[config.mk]
export PLATFORM = sky130hd
export DESIGN_NAME = router_pkt_src
export DESIGN_NICKNAME = d
export VERILOG_FILES = /design/src/rtl/router_pkg.sv /design/src/rtl/router_lfsr8.sv /design/src/rtl/router_pkt_src.sv
export SDC_FILE = /design/constraint.sdc
export NUM_CORES = 1
export LEC_CHECK = 0
export ABC_AREA = 0
export CELL_PAD_IN_SITES_DETAIL_PLACEMENT = 1
export CELL_PAD_IN_SITES_GLOBAL_PLACEMENT = 2
export CORE_MARGIN = 5
export CORE_UTILIZATION = 30
export CTS_CLUSTER_DIAMETER = 120
export DETAILED_ROUTE_END_ITERATION = 12
export PLACE_DENSITY_LB_ADDON = 0.25
export SKIP_CTS_REPAIR_TIMING = 1
export SYNTH_ARGS = -nofsm -noshare
export SYNTH_HDL_FRONTEND = slang
export SYNTH_SLANG_ARGS = --single-unit
[constraint.sdc]
create_clock -name clk -period 2.6 [get_ports clk]
set_clock_uncertainty 0.1 [all_clocks]
set_input_delay 0.39 -clock clk [delete_from_list [all_inputs] [get_ports clk]]
set_output_delay 0.39 -clock clk [all_outputs]
set_load 0.01 [all_outputs]
[src/rtl/router_pkg.sv]
// Shared definitions for the router packet source: FSM states, header field
// widths, the reserved destination address and the payload LFSR taps.
package router_pkg;

  localparam int ADDR_W = 2;
  localparam int LEN_W  = 6;

  localparam logic [ADDR_W-1:0] ADDR_ILLEGAL = 2'd3;

  // Feedback taps on bits 7, 5, 4 and 3; the feedback bit shifts in at bit 0.
  localparam logic [7:0] LFSR_TAPS = 8'b1011_1000;

  typedef enum logic [2:0] {
    ST_IDLE,
    ST_HDR,
    ST_PLD,
    ST_PAR,
    ST_GAP
  } state_t;

  function automatic logic [7:0] lfsr_step(input logic [7:0] cur);
    return {cur[6:0], ^(cur & LFSR_TAPS)};
  endfunction

endpackage

[src/rtl/router_lfsr8.sv]
// 8-bit payload LFSR: load takes priority over enable; state holds otherwise.
module router_lfsr8
  import router_pkg::*;
(
  input  logic       clk,
  input  logic       rst,
  input  logic       load,
  input  logic       enable,
  input  logic [7:0] seed,
  output logic [7:0] state
);

  always_ff @(posedge clk or posedge rst) begin
    if (rst) begin
      state <= 8'h00;
    end else if (load) begin
      state <= seed;
    end else if (enable) begin
      state <= lfsr_step(state);
    end
  end

endmodule

[src/rtl/router_pkt_src.sv]
// Packet source: emits header {len,addr}, len LFSR payload bytes and an XOR
// parity byte toward the router, honouring busy stalls and an inter-packet gap.
module router_pkt_src
  import router_pkg::*;
#(
  parameter int         GAP_CYC    = 3,
  parameter logic [7:0] FORCE_SEED = 8'h01
) (
  input  logic              clk,
  input  logic              rst,
  input  logic              start,
  input  logic [ADDR_W-1:0] addr,
  input  logic [LEN_W-1:0]  len,
  input  logic [7:0]        seed,
  input  logic              bad_par,
  input  logic              busy,
  output logic [7:0]        data_out,
  output logic              pkt_valid,
  output logic              tx_busy,
  output logic              done,
  output logic              req_err
);

  localparam logic [3:0] GAP_LOAD = 4'(GAP_CYC - 1);

  state_t            state;
  logic [LEN_W-1:0]  len_q;
  logic [LEN_W-1:0]  count;
  logic [3:0]        gap_cnt;
  logic [7:0]        par;
  logic              bad_q;

  logic              legal;
  logic              consumed;
  logic              lfsr_load;
  logic              lfsr_en;
  logic [7:0]        seed_eff;
  logic [7:0]        lfsr_state;

  always_comb begin
    legal     = (addr != ADDR_ILLEGAL) && (len != '0);
    consumed  = !busy && (state == ST_HDR || state == ST_PLD || state == ST_PAR);
    lfsr_load = (state == ST_IDLE) && start && legal;
    // The LFSR runs one byte ahead of data_out, so it advances each time a
    // payload byte is put on the bus.
    lfsr_en   = consumed && (state == ST_HDR || (state == ST_PLD && count > 6'd1));
    seed_eff  = (seed == 8'h00) ? FORCE_SEED : seed;
  end

  router_lfsr8 u_lfsr (
    .clk    (clk),
    .rst    (rst),
    .load   (lfsr_load),
    .enable (lfsr_en),
    .seed   (seed_eff),
    .state  (lfsr_state)
  );

  assign tx_busy = (state != ST_IDLE);

  always_ff @(posedge clk or posedge rst) begin
    if (rst) begin
      state     <= ST_IDLE;
      data_out  <= 8'h00;
      pkt_valid <= 1'b0;
      done      <= 1'b0;
      req_err   <= 1'b0;
      len_q     <= '0;
      count     <= '0;
      gap_cnt   <= '0;
      par       <= 8'h00;
      bad_q     <= 1'b0;
    end else begin
      done    <= 1'b0;
      req_err <= 1'b0;
      case (state)
        ST_IDLE: begin
          if (start) begin
            if (legal) begin
              state     <= ST_HDR;
              data_out  <= {len, addr};
              pkt_valid <= 1'b1;
              len_q     <= len;
              bad_q     <= bad_par;
              par       <= {len, addr};
            end else begin
              req_err <= 1'b1;
            end
          end
        end
        ST_HDR: begin
          if (!busy) begin
            state    <= ST_PLD;
            data_out <= lfsr_state;
            par      <= par ^ lfsr_state;
            count    <= len_q;
          end
        end
        ST_PLD: begin
          if (!busy) begin
            if (count > 6'd1) begin
              data_out <= lfsr_state;
              par      <= par ^ lfsr_state;
              count    <= count - 6'd1;
            end else begin
              state     <= ST_PAR;
              data_out  <= par ^ {8{bad_q}};
              pkt_valid <= 1'b0;
            end
          end
        end
        ST_PAR: begin
          if (!busy) begin
            state    <= ST_GAP;
            data_out <= 8'h00;
            done     <= 1'b1;
            gap_cnt  <= GAP_LOAD;
          end
        end
        ST_GAP: begin
          if (gap_cnt == 4'd0) begin
            state <= ST_IDLE;
          end else begin
            gap_cnt <= gap_cnt - 4'd1;
          end
        end
        default: begin
          state <= ST_IDLE;
        end
      endcase
    end
  end

endmodule

Word-level counts from Yosys, hierarchy flattened
Cells that the tools add are included.
{ "totals": {"memories": 0, "out_inout_bits": 12, "latchBits": 0, "in_bits": 21, "regBits": 47, "ramBits": 0, "rom_bits": 0} }
{ "op_classes": {"n_shift": 0, "muxes": 39, "add_sub_neg": 2, "reduce_logical": 29, "div": 0, "bitwise_logic": 2, "mul": 0, "eq_ne": 14, "magnitude_cmp": 1} }
{ "ops": {"columns": ["operator", "n"], "rows": [
  ["two-way mux 8 bit", 12],
  ["case mux 8 bit (4 select lines)", 1],
  ["case mux 8 bit (3 select lines)", 1],
  ["two-way mux 3 bit", 7],
  ["two-way mux 6 bit", 3],
  ["!= test 2 bit (second input constant)", 9],
  ["bitwise XOR 8 bit", 2],
  ["case mux 3 bit (5 select lines)", 1],
  ["case mux 6 bit (2 select lines)", 1],
  ["AND reduction 6 bit", 2],
  ["two-way mux 1 bit", 9],
  ["zero test 8 bit", 1],
  ["two-way mux 4 bit", 2],
  ["case mux 4 bit (2 select lines)", 1],
  ["nonzero test 2 bit", 4],
  ["parity 8 bit", 1],
  ["AND reduction 7 bit", 1],
  ["== test 3 x 2 -> 1 bit (second input constant)", 2],
  ["> comparator 6 x 1 -> 1 bit (second input constant)", 1],
  ["logical AND 1 bit", 6],
  ["AND reduction 3 bit", 2],
  ["nonzero test 3 bit", 2],
  ["nonzero test 6 bit", 1],
  ["subtractor 6 x 1 -> 6 bit (second input constant)", 1],
  ["12 further kinds", 14]
]} }

Depth between registers and ports, before layout
{ "depth": {"depth_word": 7, "ltp_mapped": 9, "depth_no_buf": 7} }

Modules after synthesis
A second synthesis with hierarchy kept.
{ "unflattened": {"hier_cells": 310, "hier_area_um2": 2841.5} }
{ "by_module_without_submodules": {"columns": ["module", "seq_area_each_um2", "area_per_inst_um2", "n_inst", "cells_per_inst"], "rows": [
  ["router_pkt_src", 975.9, 2443.6, 1, 271],
  ["router_lfsr8", 200.2, 397.9, 1, 39]
]} }

Worst setup path before layout
OpenSTA, ideal clock, no wires.
{ "synth_timing": {"path_kind": "input -> register", "start": "input len[0]", "end": "register len_q[0]", "required_time_ps": 2375, "t_arrival_ps": 1875, "setup_ps": 125, "stages": 6, "path_slack_ps": 500, "path_buffers": 2, "path_cell_list": "or4_1 > o211ai_2 > or2_1 > buf_4 > buf_6 > mux2_2"} }
{ "synth_between": {"elab_chain_len": 3} }
{ "synth_lines": {"columns": ["element", "line_no", "text"], "rows": [
  ["start, declared", "router_pkt_src.sv:13", "input logic [LEN_W-1:0] len,"],
  ["nonzero test 6 bit", "router_pkt_src.sv:41", "legal = (addr != ADDR_ILLEGAL) && (len != '0);"],
  ["logical AND 1 bit", "router_pkt_src.sv:41", null],
  ["AND reduction 3 bit (no source line)", null, null],
  ["end signal, assigned", "router_pkt_src.sv:83", "len_q <= len;"],
  ["end, declared", "router_pkt_src.sv:27", "logic [LEN_W-1:0] len_q;"]
]} }
Several ways; a longest one is shown, not always the timed one.
A chain may end at the register's enable or synchronous reset.

Worst setup path in the final report
{ "layout_timing": {"start": "input len[3]", "end": "register data_out[3]"} }
{ "layout_between": {"elab_chain_len": 4} }
{ "layout_lines": {"columns": ["element", "line_no", "text"], "rows": [
  ["nonzero test 6 bit", "router_pkt_src.sv:41", null],
  ["logical AND 1 bit", "router_pkt_src.sv:41", null],
  ["!= test 2 bit (no source line)", null, null],
  ["AND reduction 6 bit (no source line)", null, null],
  ["end signal, assigned", "router_pkt_src.sv:81", "data_out <= {len, addr};"],
  ["end signal, assigned", "router_pkt_src.sv:94", "data_out <= lfsr_state;"],
  ["end signal, assigned", "router_pkt_src.sv:102", "data_out <= lfsr_state;"],
  ["end, declared", "router_pkt_src.sv:17", "output logic [7:0] data_out,"]
]} }
Every way passes these cells.

==> reports/metrics.yaml <==
logic_synthesis:
  synth_cell_types: 42
  synthDominantCellAreaShare: 0.440
  synth.avg_cell_area_um2: 8.85
  syn-num-nets: 326
  synthesis.yosys.warnings: 0
  postSynth.topFlopCell: "sky130_fd_sc_hd__dfrtp_1"
  synth_enable_flop_cells: 0
  synthDominantAreaCellType: "sky130_fd_sc_hd__dfrtp_1"
  synth.top_cells.by_area: "sky130_fd_sc_hd__dfrtp_1 (44%), sky130_fd_sc_hd__o21ai_0 (6.4%), sky130_fd_sc_hd__nand2_1 (4.6%)"
  synth_async_sr_flop_share: 1.00
  syn_inst: 302
  synthesis.area_um2: 2670
  synth.ff_latch_count: 47
  sequential_fraction_of_the_synthesis_area: 0.440
worst_setup_path:
  worstRegToRegCells: 7
  critical_path.top_delay_family: "buffers and inverters"
  critical_path_depth: 8
  worstPathCellList: "clkdlybuf4s50_1 > or4_1 > o211ai_2 > buf_4 > a2bb2oi_4 > buf_12 > nor2_1 > a22o_1"
  cp-end-kind: "flop"
  data_arrival_time_at_the_worst_slack_endpoint_ns: 2.35
  cp_data_required_time_ns: 2.70
  setup.worst_path.start_class: "input port"
  critical-path-slowest-cell: "sky130_fd_sc_hd__or4_1"
  maximum_fanout_along_the_worst_path: 14
  timing.setup.critical_path_class: "input port to flop"
  critical_path.n_buffers_inverters: 3
  critical_path.max_stage_delay_ns: 0.56
power:
  net_sw_power_w: 0.00198
  clockPowerShare: 0.125
  power.ir.vdd_worst_mv: 0.497
  cellPowerDensity_nw_per_um2: 1370
  cellLeakagePower_nw: 1.42
  p_sw_frac: 0.436
  power.combinational.fraction: 0.538
  power.internal_w: 0.00256
  power.sequential.fraction: 0.336
final_layout:
  final_nets: 364
  drive_gt1_frac: 0.117
  n_antenna_cell: 0
  syn_to_final_growth_pct: 24.4
  final_design_area_excluding_fillers_um2: 3330
  num-fill-cells: 1033
global_route:
  number_of_antenna_violations_at_the_first_check_in_global_routing: 0
  gr-usage-all-layers: 0.148
  first_pass_grt_wire_length_um: 13100
  grt_max_degree: 26
  grt_pass1_vias: 2396
  overflow: 0
placement:
  globalplace.congestion: 0.762
  io_buffers: 32
  dpl.hpwl_um: 5880
  dpl_cell_area_um2: 3210
floorplan:
  io_pins: 33
  fp-row-count: 34
  initial_core_util: 0.307
  fp.coreArea_um2: 8720
  floorplan.die.height_um: 104
  chipWidth_um: 104
  die_area_um2: 10900
timing:
  clock.fmax_ghz: 0.445
  grt_setup_unrepaired: "no"
  timing.hold.ws_ns: 0.349
  setup_viol: 0
  period_share: 0.865
  min_period_ns: 2.25
  fin_tns_setup_ns: 0
  report.final.hold_viol_count: 0
  drv_slew: 0
  slew_headroom: 0.616
  max_slew.worst_pin.slew_ns: 0.576
detailed_routing:
  vias_per_cell: 5.12
  detail_route.drc_violations: 0
  avgRoutedWirePerCell_um: 17.5
  drt_iter0_drc: 59
  first_pass_iters: 4
  via_count: 2301
  antenna_viol_nets_final: 0
  detail_route.wirelength_um: 7850
min_path:
  hold_path_class: "input port to asynchronous set/reset pin"
outcome:
  status: "completed"
cts:
  clk_pin_slew_worst_setup_hold_paths_ns: 0.09
  cts.path.max_buffers: 2
  clock-root-buffer: "sky130_fd_sc_hd__clkbuf_8"
  clk-insertion-delay-late_ns: 0.30
  clock_sinks: 47
  cts_tree: "built"
  cts-buffers-inserted: 5
  clock_tree.htree_level_count: 2
flow_run:
  drv_cap: 0
[flip-flops by register name, indices dropped and copies added, names as in the netlist]
| name | count |
|---|---|
| state | 3 |
| u_lfsr.state | 8 |
| data_out | 8 |
| par | 8 |
| req_err | 1 |
| bad_q | 1 |
| done | 1 |
| pkt_valid | 1 |
| count | 6 |
| gap_cnt | 4 |
| len_q | 6 |
[cell type report]
cell class | instances | area, um2 | area share
tap | 108 | 135 | 0.0406
clock inverter | 2 | 35.0 | 0.0105
timing repair buffer | 51 | 513 | 0.154
inverter | 15 | 56.3 | 0.0169
sequential | 47 | 1180 | 0.354
clock buffer | 6 | 82.6 | 0.0248
multi-input combinational | 220 | 1330 | 0.399
[path summary, 6_finish.rpt]
path	to	slack, ns	from
max	data_out[3]$_DFFE_PP0P_	0.35	len[3]
max in group asynchronous	u_lfsr.state[7]$_DFFE_PP0P_	1.52	rst
max reg2reg	count[0]$_DFFE_PP0P_	0.37	count[0]$_DFFE_PP0P_
min in group clk	len_q[2]$_DFFE_PP0P_	0.41	len_q[2]$_DFFE_PP0P_
min reg2reg	len_q[2]$_DFFE_PP0P_	0.41	len_q[2]$_DFFE_PP0P_
min	pkt_valid$_DFFE_PP0P_	0.35	rst
[cells by family (layout without fill, tap and decap cells)]
| family | after synthesis | in the layout | share of synthesized area |
|---|---|---|---|
| AO/OA/AOI/OAI | 90 | 90 | 0.214 |
| XOR/XNOR | 15 | 15 | 0.0491 |
| adder cells (fa/ha/maj) | 3 | 3 | 0.0140 |
| buffers and inverters | 35 | 74 | 0.0636 |
| flip-flops | 47 | 47 | 0.440 |
| multiplexers | 11 | 11 | 0.0449 |
| AND/OR/NAND/NOR | 101 | 101 | 0.174 |
[synth_stat cells, types with 2 or more instances]
cell                       instances
sky130_fd_sc_hd__buf_4             4
sky130_fd_sc_hd__or3_1             3
sky130_fd_sc_hd__mux2_1            2
sky130_fd_sc_hd__xnor2_1          12
sky130_fd_sc_hd__dfrtp_1          47
sky130_fd_sc_hd__o211ai_1          9
sky130_fd_sc_hd__ha_1              3
sky130_fd_sc_hd__o21ai_0          34
sky130_fd_sc_hd__nor4_1            2
sky130_fd_sc_hd__a31oi_1           8
sky130_fd_sc_hd__mux2i_1           3
sky130_fd_sc_hd__nand2_1          33
sky130_fd_sc_hd__buf_2             7
sky130_fd_sc_hd__nor3_1            5
sky130_fd_sc_hd__nand2b_1          5
sky130_fd_sc_hd__nor2_1           30
sky130_fd_sc_hd__xor2_1            3
sky130_fd_sc_hd__clkbuf_1          6
sky130_fd_sc_hd__a22o_1            8
sky130_fd_sc_hd__or2_1             2
sky130_fd_sc_hd__nand3_1          11
sky130_fd_sc_hd__nor2b_1           3
sky130_fd_sc_hd__inv_1            15
sky130_fd_sc_hd__a21oi_1          20
sky130_fd_sc_hd__mux2_2            6
sky130_fd_sc_hd__a22oi_1           3
sky130_fd_sc_hd__nor3b_1           2
sky130_fd_sc_hd__buf_6             2
[cells in the final DEF (no fill, tap or decap), drive strengths merged]
| master | count |
|---|---|
| or3 | 4 |
| and3 | 1 |
| nor4 | 2 |
| mux2i | 3 |
| nand3 | 11 |
| nor2b | 3 |
| nand2b | 5 |
| o21ai | 34 |
| nor3b | 2 |
| mux2 | 8 |
| xor2 | 3 |
| nor3 | 5 |
| bufinv | 1 |
| a211oi | 1 |
| o22ai | 1 |
| dfrtp | 47 |
| a21oi | 20 |
| or4 | 1 |
| o221ai | 1 |
| a22oi | 3 |
| a21o | 1 |
| nor2 | 30 |
| o41ai | 1 |
| clkbuf | 6 |
| o31ai | 1 |
| nand2 | 33 |
| inv | 15 |
| clkdlybuf4s50 | 32 |
| ha | 3 |
| clkinv | 1 |
| or2 | 3 |
| nor4b | 1 |
| o211ai | 10 |
| xnor2 | 12 |
| a2bb2oi | 1 |
| buf | 19 |
| a31oi | 8 |
| a22o | 8 |
[power groups by stage]
stage | clock network (W) | logic (W) | registers, W
6_report | 0.000570 | 0.00245 | 0.00153
5_1_grt | 0.000618 | 0.00274 | 0.00159
3_5_place_dp | 0 | 0.00247 | 0.00154
3_3_place_gp | 0 | 0.00240 | 0.00154
2_1_floorplan | 0 | 0.00176 | 0.00136
4_1_cts | 0.000597 | 0.00248 | 0.00153
[per-stage QoR]
stage,setup slack (ns),power (W),util,cells
4_1_cts,0.204,0.00461,0.381,449
6_report,0.352,0.00455,0.381,449
2_1_floorplan,0.500,0.00312,-,302
3_3_place_gp,0.0738,0.00394,0.368,441
5_1_grt,0.166,0.00495,0.381,449
3_5_place_dp,0.0235,0.00402,0.368,441
[per-layer routing]
layer / track usage / part of all wire / vias to the layer above
met5: 0 / 0 / -
met4: 0.0333 / 0.0097 / 0
met3: 0.0317 / 0.035 / 7
met2: 0.231 / 0.46 / 39
met1: 0.209 / 0.50 / 1126
li1: - / - / 1129
(Power assumes the default switching activity.)
